<file path="src/rtl/risc8_fetch_if.sv">
// Bus bundle between the RISC-8 fetch unit, program memory and the decoder.
// The master side is the fetch unit; the slave side is memory plus decoder.
interface risc8_fetch_if #(
  parameter int ADDR_W = 13
);
  // program memory read port
  logic              pmem_rd;
  logic [ADDR_W-1:0] pmem_addr;
  logic [15:0]       pmem_data;
  // instruction hand-off to the decoder
  logic              opcode_valid;
  logic              opcode_ready;
  logic [15:0]       opcode;
  logic [15:0]       opcode_arg;
  logic [ADDR_W-1:0] opcode_pc;
  // control flow redirect
  logic              jump_valid;
  logic [ADDR_W-1:0] jump_addr;

  modport master (
    output pmem_rd, pmem_addr, opcode_valid, opcode, opcode_arg, opcode_pc,
    input  pmem_data, opcode_ready, jump_valid, jump_addr
  );

  modport slave (
    input  pmem_rd, pmem_addr, opcode_valid, opcode, opcode_arg, opcode_pc,
    output pmem_data, opcode_ready, jump_valid, jump_addr
  );
endinterface

</file>
<file path="src/rtl/risc8_fetch.sv">
// RISC-8 instruction fetch / prefetch unit.
// Streams 16-bit words from synchronous program memory into a small circular
// queue, pre-decodes the head word to find two-word instructions and hands
// one complete instruction per handshake to the decoder. A redirect flushes
// the queue and drops the read that is in flight.
module risc8_fetch #(
  parameter int ADDR_W = 13,
  parameter int DEPTH  = 4
) (
  input logic           clk,
  input logic           reset_n,
  risc8_fetch_if.master bus
);

  localparam int PTR_W = (DEPTH > 1) ? $clog2(DEPTH) : 1;
  localparam int CNT_W = PTR_W + 1;

  // Two-word encodings: LDS/STS (1001_00xx_xxxx_0000) and JMP/CALL
  // (1001_010x_xxxx_11xx); bit 1 selects CALL over JMP, so it is not part of
  // the length decision.
  function automatic logic is_two_word(input logic [15:0] w);
    logic lds_sts;
    logic jmp_call;
    lds_sts  = (w[15:10] == 6'b100100)  && (w[3:0] == 4'b0000);
    jmp_call = (w[15:9]  == 7'b1001010) && (w[3:2] == 2'b11);
    return lds_sts || jmp_call;
  endfunction

  logic [15:0]       r_word [DEPTH];
  logic [ADDR_W-1:0] r_pc   [DEPTH];
  logic [PTR_W-1:0]  r_head;
  logic [PTR_W-1:0]  r_tail;
  logic [CNT_W-1:0]  r_count;
  logic              r_pending;
  logic [ADDR_W-1:0] r_fetch_pc;
  logic [ADDR_W-1:0] r_fill_pc;

  logic [CNT_W:0]    w_occ;
  logic              w_issue;
  logic [15:0]       w_head_word;
  logic [15:0]       w_next_word;
  logic [ADDR_W-1:0] w_head_pc;
  logic              w_two;
  logic              w_valid;
  logic              w_pop;
  logic [CNT_W-1:0]  w_pop_n;
  logic [CNT_W-1:0]  w_fill_n;

  // Read issue decision, taken from registered occupancy only.
  always_comb begin
    w_occ   = {1'b0, r_count} + {{CNT_W{1'b0}}, r_pending};
    w_issue = (w_occ < (CNT_W+1)'(DEPTH));
  end

  // Head pre-decode, handshake and per-cycle pop/fill amounts.
  always_comb begin
    w_head_word = r_word[r_head];
    w_next_word = r_word[r_head + PTR_W'(1)];
    w_head_pc   = r_pc[r_head];
    w_two       = is_two_word(w_head_word);
    w_valid     = 1'b0;
    w_pop_n     = {CNT_W{1'b0}};
    if (w_two) begin
      w_valid = (r_count >= CNT_W'(2));
    end else begin
      w_valid = (r_count >= CNT_W'(1));
    end
    w_pop = w_valid & bus.opcode_ready;
    if (!w_pop) begin
      w_pop_n = CNT_W'(0);
    end else if (w_two) begin
      w_pop_n = CNT_W'(2);
    end else begin
      w_pop_n = CNT_W'(1);
    end
    if (r_pending) begin
      w_fill_n = CNT_W'(1);
    end else begin
      w_fill_n = CNT_W'(0);
    end
  end

  // Decoder-facing outputs; a NOP with zero arg/pc whenever nothing is ready.
  always_comb begin
    bus.opcode_valid = w_valid;
    bus.opcode       = 16'h0000;
    bus.opcode_arg   = 16'h0000;
    bus.opcode_pc    = {ADDR_W{1'b0}};
    if (w_valid) begin
      bus.opcode    = w_head_word;
      bus.opcode_pc = w_head_pc;
      if (w_two) begin
        bus.opcode_arg = w_next_word;
      end else begin
        bus.opcode_arg = 16'h0000;
      end
    end else begin
      bus.opcode_arg = 16'h0000;
    end
  end

  // Memory port; the strobe is held low while reset is asserted.
  assign bus.pmem_rd   = w_issue & reset_n;
  assign bus.pmem_addr = r_fetch_pc;

  // Fetch PC, in-flight flag and queue pointers; redirect overrides pop/fill.
  always_ff @(posedge clk or negedge reset_n) begin
    if (!reset_n) begin
      r_fetch_pc <= {ADDR_W{1'b0}};
      r_fill_pc  <= {ADDR_W{1'b0}};
      r_pending  <= 1'b0;
      r_head     <= {PTR_W{1'b0}};
      r_tail     <= {PTR_W{1'b0}};
      r_count    <= {CNT_W{1'b0}};
    end else if (bus.jump_valid) begin
      r_fetch_pc <= bus.jump_addr;
      r_pending  <= 1'b0;
      r_head     <= {PTR_W{1'b0}};
      r_tail     <= {PTR_W{1'b0}};
      r_count    <= {CNT_W{1'b0}};
    end else begin
      if (w_issue) begin
        r_fetch_pc <= r_fetch_pc + ADDR_W'(1);
        r_fill_pc  <= r_fetch_pc;
        r_pending  <= 1'b1;
      end else begin
        r_pending  <= 1'b0;
      end
      if (r_pending) begin
        r_tail <= r_tail + PTR_W'(1);
      end
      r_head  <= r_head + PTR_W'(w_pop_n);
      r_count <= r_count + w_fill_n - w_pop_n;
    end
  end

  // Queue storage: the returning word and its address land at the tail.
  always_ff @(posedge clk or negedge reset_n) begin
    if (!reset_n) begin
      for (int i = 0; i < DEPTH; i++) begin
        r_word[i] <= 16'h0000;
        r_pc[i]   <= {ADDR_W{1'b0}};
      end
    end else if (r_pending && !bus.jump_valid) begin
      r_word[r_tail] <= bus.pmem_data;
      r_pc[r_tail]   <= r_fill_pc;
    end
  end

endmodule

</file>
<file path="src/flat_wrapper.sv">
// flat-port wrapper written by rule: the top's interface ports become plain ports
module risc8_fetch_flat 
#(
  parameter int ADDR_W = 13,
  parameter int DEPTH  = 4
)
  (clk, reset_n, bus_pmem_rd, bus_pmem_addr, bus_opcode_valid, bus_opcode, bus_opcode_arg, bus_opcode_pc, bus_pmem_data, bus_opcode_ready, bus_jump_valid, bus_jump_addr);
  risc8_fetch_if #(.ADDR_W(ADDR_W)) bus_i ();
  input logic clk;
  input logic reset_n;
  output wire logic [$bits(bus_i.pmem_rd)-1:0] bus_pmem_rd;
  output wire logic [$bits(bus_i.pmem_addr)-1:0] bus_pmem_addr;
  output wire logic [$bits(bus_i.opcode_valid)-1:0] bus_opcode_valid;
  output wire logic [$bits(bus_i.opcode)-1:0] bus_opcode;
  output wire logic [$bits(bus_i.opcode_arg)-1:0] bus_opcode_arg;
  output wire logic [$bits(bus_i.opcode_pc)-1:0] bus_opcode_pc;
  input wire logic [$bits(bus_i.pmem_data)-1:0] bus_pmem_data;
  input wire logic [$bits(bus_i.opcode_ready)-1:0] bus_opcode_ready;
  input wire logic [$bits(bus_i.jump_valid)-1:0] bus_jump_valid;
  input wire logic [$bits(bus_i.jump_addr)-1:0] bus_jump_addr;
  assign bus_pmem_rd = bus_i.pmem_rd;
  assign bus_pmem_addr = bus_i.pmem_addr;
  assign bus_opcode_valid = bus_i.opcode_valid;
  assign bus_opcode = bus_i.opcode;
  assign bus_opcode_arg = bus_i.opcode_arg;
  assign bus_opcode_pc = bus_i.opcode_pc;
  assign bus_i.pmem_data = bus_pmem_data;
  assign bus_i.opcode_ready = bus_opcode_ready;
  assign bus_i.jump_valid = bus_jump_valid;
  assign bus_i.jump_addr = bus_jump_addr;
  risc8_fetch #(.ADDR_W(ADDR_W), .DEPTH(DEPTH)) u_core (.clk(clk), .reset_n(reset_n), .bus(bus_i));
endmodule
</file>
<file path="config.mk">
export PLATFORM = sky130hd
export DESIGN_NAME = risc8_fetch_flat
export DESIGN_NICKNAME = d
export VERILOG_FILES = /design/src/rtl/risc8_fetch_if.sv /design/src/rtl/risc8_fetch.sv /design/src/flat_wrapper.sv
export SDC_FILE = /design/constraint.sdc
export NUM_CORES = 1
export LEC_CHECK = 0
export BUFFER_PORTS_ARGS = -buffer_cell sky130_fd_sc_hd__buf_2
export CAP_MARGIN = 20
export CORE_ASPECT_RATIO = 0.7
export CORE_UTILIZATION = 45
export DETAILED_ROUTE_END_ITERATION = 8
export GPL_TIMING_DRIVEN = 1
export PLACE_DENSITY = 0.74
export SYNTH_ARGS = -nofsm -noshare
export SYNTH_HDL_FRONTEND = slang
export SYNTH_SLANG_ARGS = --single-unit
</file>
<file path="constraint.sdc">
create_clock -name clk -period 8.75 [get_ports clk]
set_input_delay 0.4375 -clock clk [delete_from_list [all_inputs] [get_ports clk]]
set_output_delay 0.4375 -clock clk [all_outputs]
set_load 0.03 [all_outputs]
</file>
# ---- After elaboration in Yosys (flattened, before gate mapping)
# Cells that the tools add are included.
dict set report totals {
  ff_bits 150
  mem_bits_ro 0
  ram_bits 0
  latchBits 0
  n_memories 0
  out_inout_bits 60
}
dict set report op_classes {
  shift 0
  n_lt_le_gt_ge 7
  div_mod_pow 0
  n_eq_ne 3
  n_bitwise 6
  n_addsub 7
  mux 31
  n_reduce_logical 10
  mul 0
}
# cell count
set op_table {}
lappend op_table {{two-way mux 16 bit} 8}
lappend op_table {{two-way mux 13 bit} 6}
lappend op_table {{binary-select mux 16 bit (select 2 bit)} 2}
lappend op_table {{bitwise mux 64 bit} 1}
lappend op_table {{bitwise mux 52 bit} 1}
lappend op_table {{demux 16 bit (select 2 bit)} 1}
lappend op_table {{binary-select mux 13 bit (select 2 bit)} 1}
lappend op_table {{demux 13 bit (select 2 bit)} 1}
lappend op_table {{adder 13 x 1 -> 13 bit, second input constant} 1}
lappend op_table {{>= comparator 3 bit, second input constant} 3}
lappend op_table {{NOT 2 -> 3 bit} 3}
lappend op_table {{two-way mux 2 bit} 4}
lappend op_table {{equality test 7 bit, second input constant} 1}
lappend op_table {{equality test 6 bit, second input constant} 1}
lappend op_table {{two-way mux 3 bit} 2}
lappend op_table {{adder 2 x 1 -> 2 bit, second input constant} 2}
lappend op_table {{adder 3 x 1 -> 4 bit} 1}
lappend op_table {{logical AND 1 bit} 4}
lappend op_table {{zero test 4 bit} 1}
lappend op_table {{< comparator 4 x 3 -> 1 bit, second input constant} 1}
lappend op_table {{two-way mux 1 bit} 4}
lappend op_table {{nonzero test 2 bit} 2}
lappend op_table {{adder 3 x 1 -> 3 bit} 1}
lappend op_table {{>= comparator 3 x 1 -> 1 bit, second input constant} 1}
lappend op_table {{10 further kinds} 11}

# ---- Logic depth before layout (Yosys ltp)
dict set report depth {
  word_depth 12
  mapped_depth 14
  depth_no_buf 11
}

# ---- Worst setup path after synthesis
# Ideal clock, no wire load.
dict set report synth_path {
  path_kind {reg-to-reg}
  start {reg u_core.r_head[0]}
  end {reg u_core.r_count[2]}
  period_less_slack_ps 3392
  arrival_ps 3261
  path_buffers 3
  path_stages_with_launch 13
  setup_time_ps 132
  required_ps 8618
  slack_ps 5358
  cell_sequence {dfrtp_1 > buf_6 > mux4_2 > or4_4 > or3_1 > buf_2 > buf_6 > or2_1 > ha_1 > inv_1 > fa_1 > xnor2_1 > nor2_1}
}
dict set report synth_via {
  elab_chain_cells 12
}
# element line_no
set synth_lines {}
lappend synth_lines {{start, declared} risc8_fetch.sv:31} ;# logic [PTR_W-1:0] r_head;
lappend synth_lines {{start signal, assigned} risc8_fetch.sv:112} ;# r_head <= {PTR_W{1'b0}};
lappend synth_lines {{start signal, assigned} risc8_fetch.sv:118} ;# r_head <= {PTR_W{1'b0}};
lappend synth_lines {{start signal, assigned} risc8_fetch.sv:132} ;# r_head <= r_head + PTR_W'(w_pop_n);
lappend synth_lines {{NOT 2 -> 3 bit (not written as such) (*)} risc8_fetch.sv:57} ;# w_head_word = r_word[r_head];
lappend synth_lines {{binary-select mux 16 bit (select 2 bit) (*)} risc8_fetch.sv:57}
lappend synth_lines {{two-way mux 16 bit (not written as such) (*) (2 in a row)} risc8_fetch.sv:57}
lappend synth_lines {{equality test 7 bit, or another cell as far along} risc8_fetch.sv:25} ;# jmp_call = (w[15:9] == 7'b1001010) && (w[3:2] == 2'b11);
lappend synth_lines {{logical AND 1 bit, on equally long branches} {risc8_fetch.sv:25, risc8_fetch.sv:24}}
lappend synth_lines {{logical OR 1 bit (*)} risc8_fetch.sv:26} ;# return lds_sts || jmp_call;
lappend synth_lines {{two-way mux 1 bit} risc8_fetch.sv:63} ;# if (w_two) begin
lappend synth_lines {{bitwise AND 1 bit} risc8_fetch.sv:68} ;# w_pop = w_valid & bus.opcode_ready;
lappend synth_lines {{two-way mux 3 bit (*)} risc8_fetch.sv:69} ;# if (!w_pop) begin
lappend synth_lines {{subtractor 3 bit (*)} risc8_fetch.sv:133} ;# r_count <= r_count + w_fill_n - w_pop_n;
lappend synth_lines {{two-way mux 3 bit (*)} risc8_fetch.sv:115} ;# end else if (bus.jump_valid) begin
lappend synth_lines {{end signal, assigned} risc8_fetch.sv:114} ;# r_count <= {CNT_W{1'b0}};
lappend synth_lines {{end signal, assigned} risc8_fetch.sv:120} ;# r_count <= {CNT_W{1'b0}};
lappend synth_lines {{end signal, assigned} risc8_fetch.sv:133}
lappend synth_lines {{end, declared} risc8_fetch.sv:33} ;# logic [CNT_W-1:0] r_count;
# Mark *: on every way between the ends. The rest lies on a longest branch, timed or not. The select of a mux whose other input is x is not followed.
# A chain may end at the register's enable or synchronous reset.

# ---- Final worst setup path
dict set report layout_path {
  start {reg u_core.r_head[0]}
  end {out bus_opcode_arg[5]}
}
dict set report layout_via {
  elab_chain_cells 9
}
# element line_no
set layout_lines {}
lappend layout_lines {{NOT 2 -> 3 bit (not written as such)} risc8_fetch.sv:57}
lappend layout_lines {{binary-select mux 16 bit (select 2 bit)} risc8_fetch.sv:57}
lappend layout_lines {{two-way mux 16 bit (not written as such) (2 in a row)} risc8_fetch.sv:57}
lappend layout_lines {{equality test 7 bit, or another cell as far along} risc8_fetch.sv:25}
lappend layout_lines {{logical AND 1 bit, on equally long branches} {risc8_fetch.sv:25, risc8_fetch.sv:24}}
lappend layout_lines {{logical OR 1 bit} risc8_fetch.sv:26}
lappend layout_lines {{two-way mux 16 bit / two-way mux 1 bit (equally long branches)} {risc8_fetch.sv:92, risc8_fetch.sv:63}}
lappend layout_lines {{two-way mux 16 bit (*)} risc8_fetch.sv:89} ;# if (w_valid) begin
lappend layout_lines {{end, declared} flat_wrapper.sv:15} ;# output wire logic [$bits(bus_i.opcode_arg)-1:0] bus_opcode_arg;
# Marked as above.

==> results.cfg <==
[grt]
met1_usage = 0.295
grt_use_total = 0.211
antenna_found_initial = 0
grt_first_pass_wirelength_um = 26600
grt.busiest_layer = met2
grt.met2_usage = 0.326
grt_use_met3 = 0.0501
gr-total-overflow = 0
first_global_vias = 4955
grt_max_degree = 77

[routing]
routedWlPerCell_um = 19.3
drt-total-wl_um = 16100
first_iter_violations = 205
vias = 4557
first_pass_iters = 4
vias_per_cell = 5.47
ant_nets = 0
route.detailed.drc = 0

[floorplan]
die_height_um = 109
die_area_um2 = 16900
rows = 38
core_um2 = 15700
die_w_um = 155
ios = 93
start_util = 0.467

[run]
cap_violations = 0

[clock_network]
cts_hold_buffers = 0
numCtsBuffers = 17
cts_setup_buffers = 0
ctsResizeCount = 0
numClockSinks = 150
max-clock-path-buffers = 2
cts_tree = done
root_buffer = clkbuf_16
clk_latency_ns = 0.42
path_clk_slew_ns = 0.06
htree_levels = 4

[synth]
synthDistinctLibCells = 35
ys_warn_count = 0
synth_nets = 554
synth-main-ff-cell = dfrtp_1
synth_area_um2 = 7350
post-synth-top-area-cell = dfrtp_1
yosysSeqAreaShare = 0.511
syn_inst = 513
synth_edf_count = 0
synth.most_common_cell = dfrtp_1
synth_seq_cells = 150
ys_async_sr_fraction = 1.00
avgSynthCellArea_um2 = 14.3
ys_top_cells_by_count = dfrtp_1, mux2_2, mux4_2
synth_area_leaders = dfrtp_1, mux2_2, mux4_2
yosys.area.top_type_share = 0.511

[timing]
slew_headroom = 0.349
drv_slew = 0
worstMarginPinSlew_ns = 0.976
fin_worst_skew_ns = 0.0141
finalHoldViolations = 0
finalSetupTns_ns = 0
final-setup-viol-count = 0
rsz0062_at_grt = no
fin_crit_sh = 0.525
final.min_clock_period_ns = 4.59
max_freq_mhz = 218

[final_layout]
final_nets = 641
antenna_cells = 0
fin_area_um2 = 8670
drive_above_1_share = 0.509
fin_util = 0.551
area_growth_pct = 17.9
finalNonFillerCells = 833

[place]
io_buffers = 92
routabilityCongestion = 0.774
place_inst = 801
place_area_um2 = 8030
dp_hpwl_um = 10800

[power_and_ir_drop]
ir_worst_vdd_mv = 0.149
sw_frac_of_total = 0.347
p_total_mw = 3.18
p_seq_frac = 0.379
total_leakage_power_nw = 3.94
clkPwrFrac = 0.250
power_density_nw_per_um2 = 367
power.switching_mw = 1.10
intPower_mw = 2.07
comb_power_share = 0.372

[critical_path]
critPathRequiredTime_ns = 8.31
reg2regPathDepth = 11
crit_arrival_ns = 4.15
cp_max_fo = 28
startpoint_type = flip-flop
critPathKind = reg -> out
end_kind = primary output

[worst_hold_path]
hold_class = in -> async

[outcome]
status = complete, no violations
layer usage:
| layer | part of all wire | wire length, µm | up-vias |
|---|---|---|---|
| met4 | 0.012 | 199 | 0 |
| met5 | 0 | 0 | - |
| li1 | - | - | 2029 |
| met3 | 0.036 | 585 | 19 |
| met2 | 0.47 | 7610 | 104 |
| met1 | 0.48 | 7660 | 2405 |
power groups by stage:
stage          Combinational, mW  Sequential [mW]  Clock [mW]
2_1_floorplan              0.945             1.12           0
3_3_place_gp                1.16             1.18           0
3_5_place_dp                1.19             1.21           0
4_1_cts                     1.20             1.20       0.812
5_1_grt                     1.27             1.25       0.839
6_report                    1.18             1.20       0.793
layout make-up:
cell class	count	area, µm²
Sequential cell	150	3760
Fill cell	1304	7070
Clock inverter	15	215
Timing Repair Buffer	101	534
Inverter	9	33.8
Multi-Input combinational cell	321	3430
Tap cell	220	275
Clock buffer	17	425
stage by stage:
| stage | hold slack (ns) | setup WS, ns |
|---|---|---|
| after floorplan | 0.142 | 5.36 |
| after global placement | 0.481 | 4.26 |
| after detailed placement | 0.491 | 4.16 |
| after CTS | 0.0549 | 4.09 |
| after global routing | 0.0761 | 3.82 |
| final | 0.0230 | 4.16 |
path summary, 6_finish.rpt:
kind	startpoint	to	slack [ns]
setup reg to reg	u_core.r_head[0]	u_core.r_count[2]	4.23
max in group asynchronous	reset_n	u_core.r_pc[32]	7.24
hold reg to reg	u_core.r_pc[12]	u_core.r_pc[12]	0.50
setup / recovery	u_core.r_head[0]	bus_opcode_arg[5]	4.16
min in group clk	bus_jump_addr[0]	u_core.bus.pmem_addr[0]	0.22
hold / removal	reset_n	u_core.r_word[43]	0.02
worst max-delay path, cell delays in order, from the launching register on:
cell and delay (ns):
dfrtp_2 0.76, buf_4 0.58, mux4_2 0.60, and4b_1 0.22, a21oi_1 0.50, or3_1 0.63
and2b_1 0.25, buf_2 0.17
flip-flops by register name (all words and copies together), names as in the netlist:
register              count
u_core.bus.pmem_addr     13
u_core.r_count            3
u_core.r_fill_pc         13
u_core.r_head             2
u_core.r_pc              52
u_core.r_pending          1
u_core.r_tail             2
u_core.r_word            64
kinds of logic (layout without fill, tap and decap cells):
kind of cell    after synthesis  in the layout  synth area share
compound gates               20             20            0.0163
xor+xnor                     16             16            0.0191
fa+ha+maj                     8              8            0.0146
buf+inv                      42            142            0.0245
flops                       150            150             0.511
mux                         177            177             0.340
simple gates                100            100            0.0751
cells in the final DEF, fill, tap and decap left out, types with 3 or more instances in the layout:
cell type	instances
and2_1	3
and2b_1	3
buf_2	91
buf_4	9
bufinv_16	4
clkbuf_16	17
dfrtp_1	148
ha_1	7
inv_1	9
inv_6	5
mux2_2	130
mux4_2	45
nand2_1	21
nand3_1	3
nand4_1	4
nor2_1	12
nor2b_1	44
o21ai_0	14
xnor2_1	8
xor2_1	8
(Power assumes the default switching activity.)
